$ cat src/rtl/forthsuper_pkg.sv
// Shared forthsuper definitions: stack command encoding and the bit
// positions used in the sequencer's err pulse.
package forthsuper_pkg;

    typedef enum logic [2:0] {
        NOP  = 3'd0,
        PUSH = 3'd1,
        DROP = 3'd2,
        DUP  = 3'd3,
        SWAP = 3'd4,
        OVER = 3'd5,
        ROT  = 3'd6
    } ss_cmd_t;

    localparam int SS_UNF = 0;
    localparam int SS_OVF = 1;

endpackage

$ cat src/rtl/stack_seq.sv
// stack_seq: Forth data-stack sequencer. T and N live in registers; deeper
// entries spill to / fill from an external single-port stack RAM.
// Optional feature: define SS_ROT_EN to implement ROT (adds the ROTW state);
// without it ROT is rejected with an underflow pulse.
module stack_seq
    import forthsuper_pkg::*;
#(
    parameter int DEPTH = 64,
    parameter int DSZ   = 32,
    parameter int SSZ   = $clog2(DEPTH),
    parameter int DSW   = $clog2(DEPTH + 3)
) (
    input  logic            clk,
    input  logic            rst,
    input  logic            cmd_vld,
    output logic            cmd_rdy,
    input  ss_cmd_t         cmd_op,
    input  logic [DSZ-1:0]  cmd_vi,
    output logic [DSZ-1:0]  tos,
    output logic [DSZ-1:0]  nos,
    output logic [DSW-1:0]  depth,
    output logic [1:0]      err,
    output logic            mem_we,
    output logic [SSZ-1:0]  mem_addr,
    output logic [DSZ-1:0]  mem_wd,
    input  logic [DSZ-1:0]  mem_rd
);

`ifdef SS_ROT_EN
    typedef enum logic [1:0] {IDLE, FILL, ROTW} state_t;
`else
    typedef enum logic [1:0] {IDLE, FILL} state_t;
`endif

    localparam logic [DSW-1:0] D_TWO   = DSW'(2);
    localparam logic [DSW-1:0] D_THREE = DSW'(3);
    localparam logic [DSW-1:0] D_FULL  = DSW'(DEPTH + 2);

    state_t         state;
    logic [SSZ-1:0] msp;
    logic [SSZ-1:0] mtop;
    logic           unf;
    logic           ovf;
    logic           full;
    logic           empty;

    assign cmd_rdy = (state == IDLE);
    assign full    = (depth == D_FULL);
    assign empty   = (depth == '0);

    // RAM-resident entry count and the address of the topmost RAM entry
    always_comb begin
        msp  = (depth >= D_TWO) ? SSZ'(depth - D_TWO) : '0;
        mtop = msp - 1'b1;
    end

    // Legality of the presented command against the current depth
    always_comb begin
        unf = 1'b0;
        ovf = 1'b0;
        case (cmd_op)
            PUSH: ovf = full;
            DUP:  begin unf = empty; ovf = full; end
            OVER: begin unf = (depth < D_TWO); ovf = full; end
            DROP: unf = empty;
            SWAP: unf = (depth < D_TWO);
`ifdef SS_ROT_EN
            ROT:  unf = (depth < D_THREE);
`else
            ROT:  unf = 1'b1;
`endif
            default: ;
        endcase
    end

    // Sequencer FSM with registered stack cache and RAM strobes
    always_ff @(posedge clk or negedge rst) begin
        if (!rst) begin
            state    <= IDLE;
            tos      <= '0;
            nos      <= '0;
            depth    <= '0;
            err      <= '0;
            mem_we   <= 1'b0;
            mem_addr <= '0;
            mem_wd   <= '0;
        end else begin
            err    <= '0;
            mem_we <= 1'b0;
            case (state)
                IDLE: begin
                    if (cmd_vld) begin
                        if (unf || ovf) begin
                            err[SS_UNF] <= unf;
                            err[SS_OVF] <= ovf;
                        end else begin
                            case (cmd_op)
                                PUSH, DUP, OVER: begin
                                    if (depth >= D_TWO) begin
                                        mem_we   <= 1'b1;
                                        mem_addr <= msp;
                                        mem_wd   <= nos;
                                    end
                                    depth <= depth + 1'b1;
                                    nos   <= tos;
                                    if (cmd_op == PUSH)
                                        tos <= cmd_vi;
                                    else if (cmd_op == OVER)
                                        tos <= nos;
                                end
                                SWAP: begin
                                    tos <= nos;
                                    nos <= tos;
                                end
                                DROP: begin
                                    tos   <= nos;
                                    depth <= depth - 1'b1;
                                    if (depth > D_TWO) begin
                                        mem_addr <= mtop;
                                        state    <= FILL;
                                    end else begin
                                        nos <= '0;
                                    end
                                end
`ifdef SS_ROT_EN
                                // Read of a and write of b share one address in
                                // ROTW; the RAM returns the old word (read-before-write).
                                ROT: begin
                                    nos      <= tos;
                                    mem_we   <= 1'b1;
                                    mem_addr <= mtop;
                                    mem_wd   <= nos;
                                    state    <= ROTW;
                                end
`endif
                                default: ;
                            endcase
                        end
                    end
                end
                FILL: begin
                    nos   <= mem_rd;
                    state <= IDLE;
                end
`ifdef SS_ROT_EN
                ROTW: begin
                    tos   <= mem_rd;
                    state <= IDLE;
                end
`endif
                default: state <= IDLE;
            endcase
        end
    end

endmodule

$ cat config.mk
export PLATFORM = sky130hd
export DESIGN_NAME = stack_seq
export DESIGN_NICKNAME = d
export VERILOG_FILES = /design/src/rtl/forthsuper_pkg.sv /design/src/rtl/stack_seq.sv
export SDC_FILE = /design/constraint.sdc
export NUM_CORES = 1
export LEC_CHECK = 0
export ABC_AREA = 1
export ABC_CLOCK_PERIOD_IN_PS = 2400
export CORE_MARGIN = 2
export CORE_UTILIZATION = 48
export DETAILED_ROUTE_END_ITERATION = 7
export GPL_TIMING_DRIVEN = 0
export PLACE_DENSITY_LB_ADDON = 0.12
export SKIP_LAST_GASP = 1
export SLEW_MARGIN = 20
export SYNTH_ARGS = -nofsm -noshare
export SYNTH_HDL_FRONTEND = slang
export SYNTH_SLANG_ARGS = --single-unit
export TNS_END_PERCENT = 5
$ cat constraint.sdc
create_clock -name clk -period 2.4 [get_ports clk]
set_clock_uncertainty 0.2 [all_clocks]
set_input_delay 0.36 -clock clk [delete_from_list [all_inputs] [get_ports clk]]
set_output_delay 0.36 -clock clk [all_outputs]
set_load 0.02 [all_outputs]
== Yosys cells after proc, flatten, opt, wreduce, memory -nomap -nowiden ==
Cells that the tools add are included.
Widths: inputs -> output; s select.

* Flip-flop bits (word level): 114
* Bits of input ports: 70
* Logic and storage cells: 78
* Output and inout bits: 113

* Bitwise operators: 1
* Multiplexer cells: 28
* $add $sub $neg: 4
* Reduce and logical (&&, ||, !) cells: 17
* Eq/ne operators: 17
* $lt $le $gt $ge: 3

{| class="wikitable"
|+ Operator list
! kind !! number
|-
| $pmux 32 s2 || 3
|-
| $mux 32 || 5
|-
| $mux 6 || 3
|-
| $mux 2 || 8
|-
| $reduce_and 5->1 || 3
|-
| $pmux 7 s2 || 1
|-
| $pmux 6 s2 || 1
|-
| $eq 3x3->1 const B || 3
|-
| $reduce_and 4->1 || 2
|-
| $add 7x1->7 const B || 1
|-
| $eq 7x7->1 const B || 1
|-
| $ge 7x2->1 const B || 1
|-
| $gt 7x2->1 const B || 1
|-
| $logic_not 7->1 || 1
|-
| $lt 7x2->1 const B || 1
|-
| $sub 7x1->7 const B || 1
|-
| $eq 3x2->1 const B || 2
|-
| $mux 1 || 6
|-
| $ne 2x1->1 const B || 3
|-
| $ne 2x2->1 const B || 3
|-
| $reduce_and 6->1 || 1
|-
| $reduce_bool 2->1 || 3
|-
| $reduce_or 2->1 || 3
|-
| $sub 6x1->6 const B || 1
|-
| 12 further kinds || 12
|}

== Longest topological paths before layout ==
* Word-level depth: 7
* Mapped depth: 14
* Mapped depth without buffers: 14

== Worst setup path after synthesis ==
Ideal clock, no wire load.

* Path kind: flip-flop to flip-flop
* Start: register depth[1]
* End: register mem_addr[4]
* Buffers on the path: 0
* Required time: 2.083 ns
* Setup slack: 0.191 ns
* Cell stages (with the launch flop): 15
* Setup time: 0.117 ns
* Data arrival time: 1.892 ns
* Clock period less this slack: 2.209 ns
* Cell sequence: dfrtp_1 inv_1 ha_1 nand2_1 nor2_1 nand2_1 nand2_1 ha_1 inv_1 nor2_1 nand3_1 nand2_1 nand2_1 nand2_1 nand2_1

* Word-level cells in the longest chain between the ends: 5
* Elaborated cells on any way between the ends: 18
* Those cells by class: 2 x add/sub; 3 x order compare; 3 x eq/ne; 6 x mux; 1 x bitwise; 3 x reduce/logical

{| class="wikitable"
|+ Ends and longest elaborated chain
! item !! RTL line !! source
|-
| from (decl) || stack_seq.sv:21 || <nowiki>output logic [DSW-1:0] depth,</nowiki>
|-
| from (signal assigned) || stack_seq.sv:104 || <nowiki>depth <= depth + 1'b1;</nowiki>
|-
| from (signal assigned) || stack_seq.sv:117 || <nowiki>depth <= depth - 1'b1;</nowiki>
|-
| $sub 6x2->6 (tied with other cells) || stack_seq.sv:53 || <nowiki>msp = (depth >= D_TWO) ? SSZ'(depth - D_TWO) : '0;</nowiki>
|-
| $mux 6 (tied with other cells) || stack_seq.sv:53 ||
|-
| $sub 6x1->6 or $logic_or 1x1->1 (tied branches) || stack_seq.sv:54, stack_seq.sv:93 ||
|-
| $mux 6 or $not 1->1 (tied branches) || -- ||
|-
| $pmux 6 s2 or $reduce_and 6->1 (tied branches) || -- ||
|-
| to (signal assigned) || stack_seq.sv:101 || <nowiki>mem_addr <= msp;</nowiki>
|-
| to (signal assigned) || stack_seq.sv:119 || <nowiki>mem_addr <= mtop;</nowiki>
|-
| to (decl) || stack_seq.sv:24 || <nowiki>output logic [SSZ-1:0] mem_addr,</nowiki>
|}

Several ways; a longest one is shown, not always the timed one. The select of a mux whose other input is x is not followed.
A chain may end at the register's enable or synchronous reset.

== Final worst setup path ==
* Start: register state[0]
* End: output cmd_rdy

* Word-level cells in the longest chain between the ends: 1

{| class="wikitable"
|+ Ends and longest elaborated chain
! item !! RTL line !! source
|-
| from (decl) || stack_seq.sv:39 || <nowiki>state_t state;</nowiki>
|-
| from (signal assigned) || stack_seq.sv:79 || <nowiki>state <= IDLE;</nowiki>
|-
| from (signal assigned) || stack_seq.sv:120 || <nowiki>state <= FILL;</nowiki>
|-
| from (signal assigned) || stack_seq.sv:143 || <nowiki>state <= IDLE;</nowiki>
|-
| $logic_not 2->1 || stack_seq.sv:47 || <nowiki>assign cmd_rdy = (state == IDLE);</nowiki>
|-
| to (decl) || stack_seq.sv:16 || <nowiki>output logic cmd_rdy,</nowiki>
|}

Every way passes these cells.

==> results_dict.tcl <==
set metrics [dict create \
    clock_sinks 113 \
    crit_path_max_fanout 10 \
    reg2reg_from "depth[1]$_DFFE_PN0P_" \
    setup_violations 0 \
    cts_tree "done" \
    cp.required_ns 1.84 \
    async_reset_ff_share_pct 100 \
    die_height_um 116 \
    rsz0062_at_grt "true" \
    area_delta_synth_final_pct 43.8 \
    port_buffers 182 \
    synth-seq-area-share_pct 47.2 \
    clock_path_buffers 2 \
    yosysWarnings 0 \
    htreeDepth 4 \
    start_util_pct 49.4 \
    maxSlewViolCount 0 \
    cp-end-kind "output pin" \
    worstSetupStartpoint "state[0]$_DFFE_PN0P_" \
    gr-usage-all-layers_pct 28.8 \
    drt-wirelength-per-cell_um 16.2 \
    yosysTopAreaCell "dfrtp_1" \
    grt_max_degree 59 \
    core_um2 12100 \
    path_class "flop to output pin" \
    crit_end "cmd_rdy" \
    worstSkewPairLatency_ns 0.42 \
    hold_class "input port to asynchronous set/reset pin" \
    syn-num-nets 840 \
    synth_area_leaders "dfrtp_1, nand2_1, nand3_1, nand4_1, o21ai_2" \
    crit_arrival_ns 1.78 \
    grt_pass1_vias 5747 \
    p_per_area_nw_per_um2 1310 \
    dieArea_um2 13400 \
    gp_routability_congestion 0.825 \
    slew_headroom_pct 60.2 \
    synth.top_cell.area_share_pct 47.2 \
    clk_pin_slew_ns 0.05 \
    wirelength_um 18600 \
    multi_input_area_um2 2740 \
    r2r-end "mem_wd[28]$_DFFE_PN0P_" \
    placed_cell_area_um2 8050 \
    rows 40 \
    reg2reg_slack_ns 0.13 \
    n_antenna_cell 0 \
    cp-start-kind "flop" \
    syn-instance-count 762 \
    ios 183 \
    min_period_ns 2.34 \
    clock.fmax_mhz 427 \
    max_cap_viol_count 0 \
    firstDrtPassIters 5 \
    finalPower_mw 11.3 \
    synth.avg_cell_area_um2 7.86 \
    viasPerCell 5.21 \
    root_buffer "clkbuf_16" \
    dpl.hpwl_um 13000 \
    synthesis.area_um2 5990 \
    post-route-period-util_pct 97.6 \
    max_slew.worst_pin.slew_ns 0.597 \
    die_x_um 116 \
    grt_pass1_wl_um 29400 \
    ff_latch_area_um2 2830 \
    antenna_found_initial 0 \
    peakVddDrop_v 0.000680 \
    ys_types 34 \
    final_antenna_net_count 0 \
    outcome "complete, no violations" \
    overflow 0 \
    num-nets-final 1044 \
    power_leakage_nw 4.24 \
    final_area_um2 8610 \
    layout-drive-gt1-share_pct 12.9 \
    drc 0 \
    dr_total_vias 5971 \
    yosys_register_bits 113 \
    reg2reg_depth 12 \
    cts_made_buffers 17 \
    yosys_most_used_dff "dfrtp_1" \
    synth-edff-count 0 \
    hold_viol 0 \
    nFillCells 1021 \
    drt_iter0_markers 518 \
]
-- cell usage after synthesis, types with 2 or more instances --
| library cell | count |
|---|---|
| nand2_1 | 282 |
| dfrtp_1 | 113 |
| nand3_1 | 76 |
| inv_1 | 40 |
| nand4_1 | 38 |
| nor2_1 | 36 |
| a21oi_1 | 30 |
| o21ai_2 | 20 |
| buf_2 | 19 |
| clkbuf_1 | 15 |
| o21ai_0 | 14 |
| nand2_2 | 11 |
| mux2_2 | 8 |
| ha_1 | 7 |
| inv_2 | 7 |
| nor2_2 | 7 |
| xor2_1 | 6 |
| buf_1 | 5 |
| buf_4 | 3 |
| nand2_4 | 3 |
| nand3_2 | 3 |
| xnor2_1 | 3 |
| buf_6 | 2 |
| buf_8 | 2 |
| nand3b_1 | 2 |
| o211ai_1 | 2 |
-- per-stage QoR --
step / std cells / utilization (%) / setup WS [ns] / setup TNS [ns] / hold WS [ns]
after floorplan: 762 / - / 0.191 / 0 / -0.136
after global placement: 1112 / 66.2 / -3.66 / -415.30 / 0.263
after detailed placement: 1113 / 66.4 / -0.424 / -3.40 / 0.152
after CTS: 1144 / 70.9 / -0.0129 / -0.0129 / 0.281
after global routing: 1145 / 71.1 / -0.0677 / -0.0807 / 0.294
final: 1145 / 71.1 / 0.0568 / 0 / 0.257
-- cell usage in the layout (no fill, tap or decap), types with 14 or more instances in the layout --
master,n
dfrtp_1,113
nand3_1,75
nand2_1,281
nand4_1,38
o21ai_0,14
o21ai_2,20
inv_1,38
clkbuf_16,17
buf_2,19
nor2_1,35
a21oi_1,30
clkdlybuf4s50_1,180
clkbuf_1,17
-- final cells by class --
class	instances	share of cell area [%]
multi-input combinational	555	31.9
sequential	113	32.8
buffer	46	2.94
tap	168	2.44
clock buffer	24	5.71
clock inverter	6	0.378
inverter	48	2.12
timing repair buffer	185	21.7
-- routing by layer --
layer,vias up,share of wire (%),GRT usage [%]
li1,2888,-,-
met5,-,0,0
met4,0,1.7,10.6
met3,24,7.0,7.79
met1,2846,43,37.5
met2,213,49,46.5
-- power by group --
group	switching (mW)	internal (mW)
Combinational	3.03	2.50
Sequential	0.754	2.74
Clock	0.860	1.40
-- registers in the layout, summed over array words and instances, names as in the netlist --
register	flops
state	1
err	2
nos	32
mem_we	1
mem_addr	6
tos	32
mem_wd	32
depth	7
-- critical path: stages (launching register included) --
cell,delay [ns]
dfrtp_1,0.35
clkbuf_1,0.19
inv_2,0.11
clkbuf_4,0.21
buf_4,0.22
clkdlybuf4s15_2,0.28
-- how the worst min path moves through the flow --
| stage | end | slack, ns |
|---|---|---|
| 2_1_floorplan | depth[0]$_DFFE_PN0P_ | -0.14 |
| 3_3_place_gp | mem_wd[1]$_DFFE_PN0P_ | 0.26 |
| 3_5_place_dp | mem_wd[3]$_DFFE_PN0P_ | 0.15 |
| 4_1_cts | mem_wd[26]$_DFFE_PN0P_ | 0.28 |
| 5_1_grt | mem_wd[6]$_DFFE_PN0P_ | 0.29 |
| 6_report | mem_wd[3]$_DFFE_PN0P_ | 0.26 |
-- timing repair --
| item | in CTS | in global routing |
|---|---|---|
| gates cloned | 0 | 0 |
| pin swaps | 0 | 0 |
| hold endpoints to repair | 55 | 0 |
| resized for setup | 7 | 6 |
| hold buffers | 1 | 0 |
| endpoints found under the setup margin | 2 | 99 |
| buffers inserted | 0 | 1 |
-- cells by family (layout without fill, tap and decap cells) --
group	count (synthesis)	after routing	synth area share [%]
xor+xnor	9	9	1.32
buf+inv	94	309	7.15
simple gates	461	461	33.8
mux	8	8	1.51
fa+ha+maj	8	8	1.80
compound gates	69	69	7.17
flops	113	113	47.2
Power figures use the tool's default switching activity.
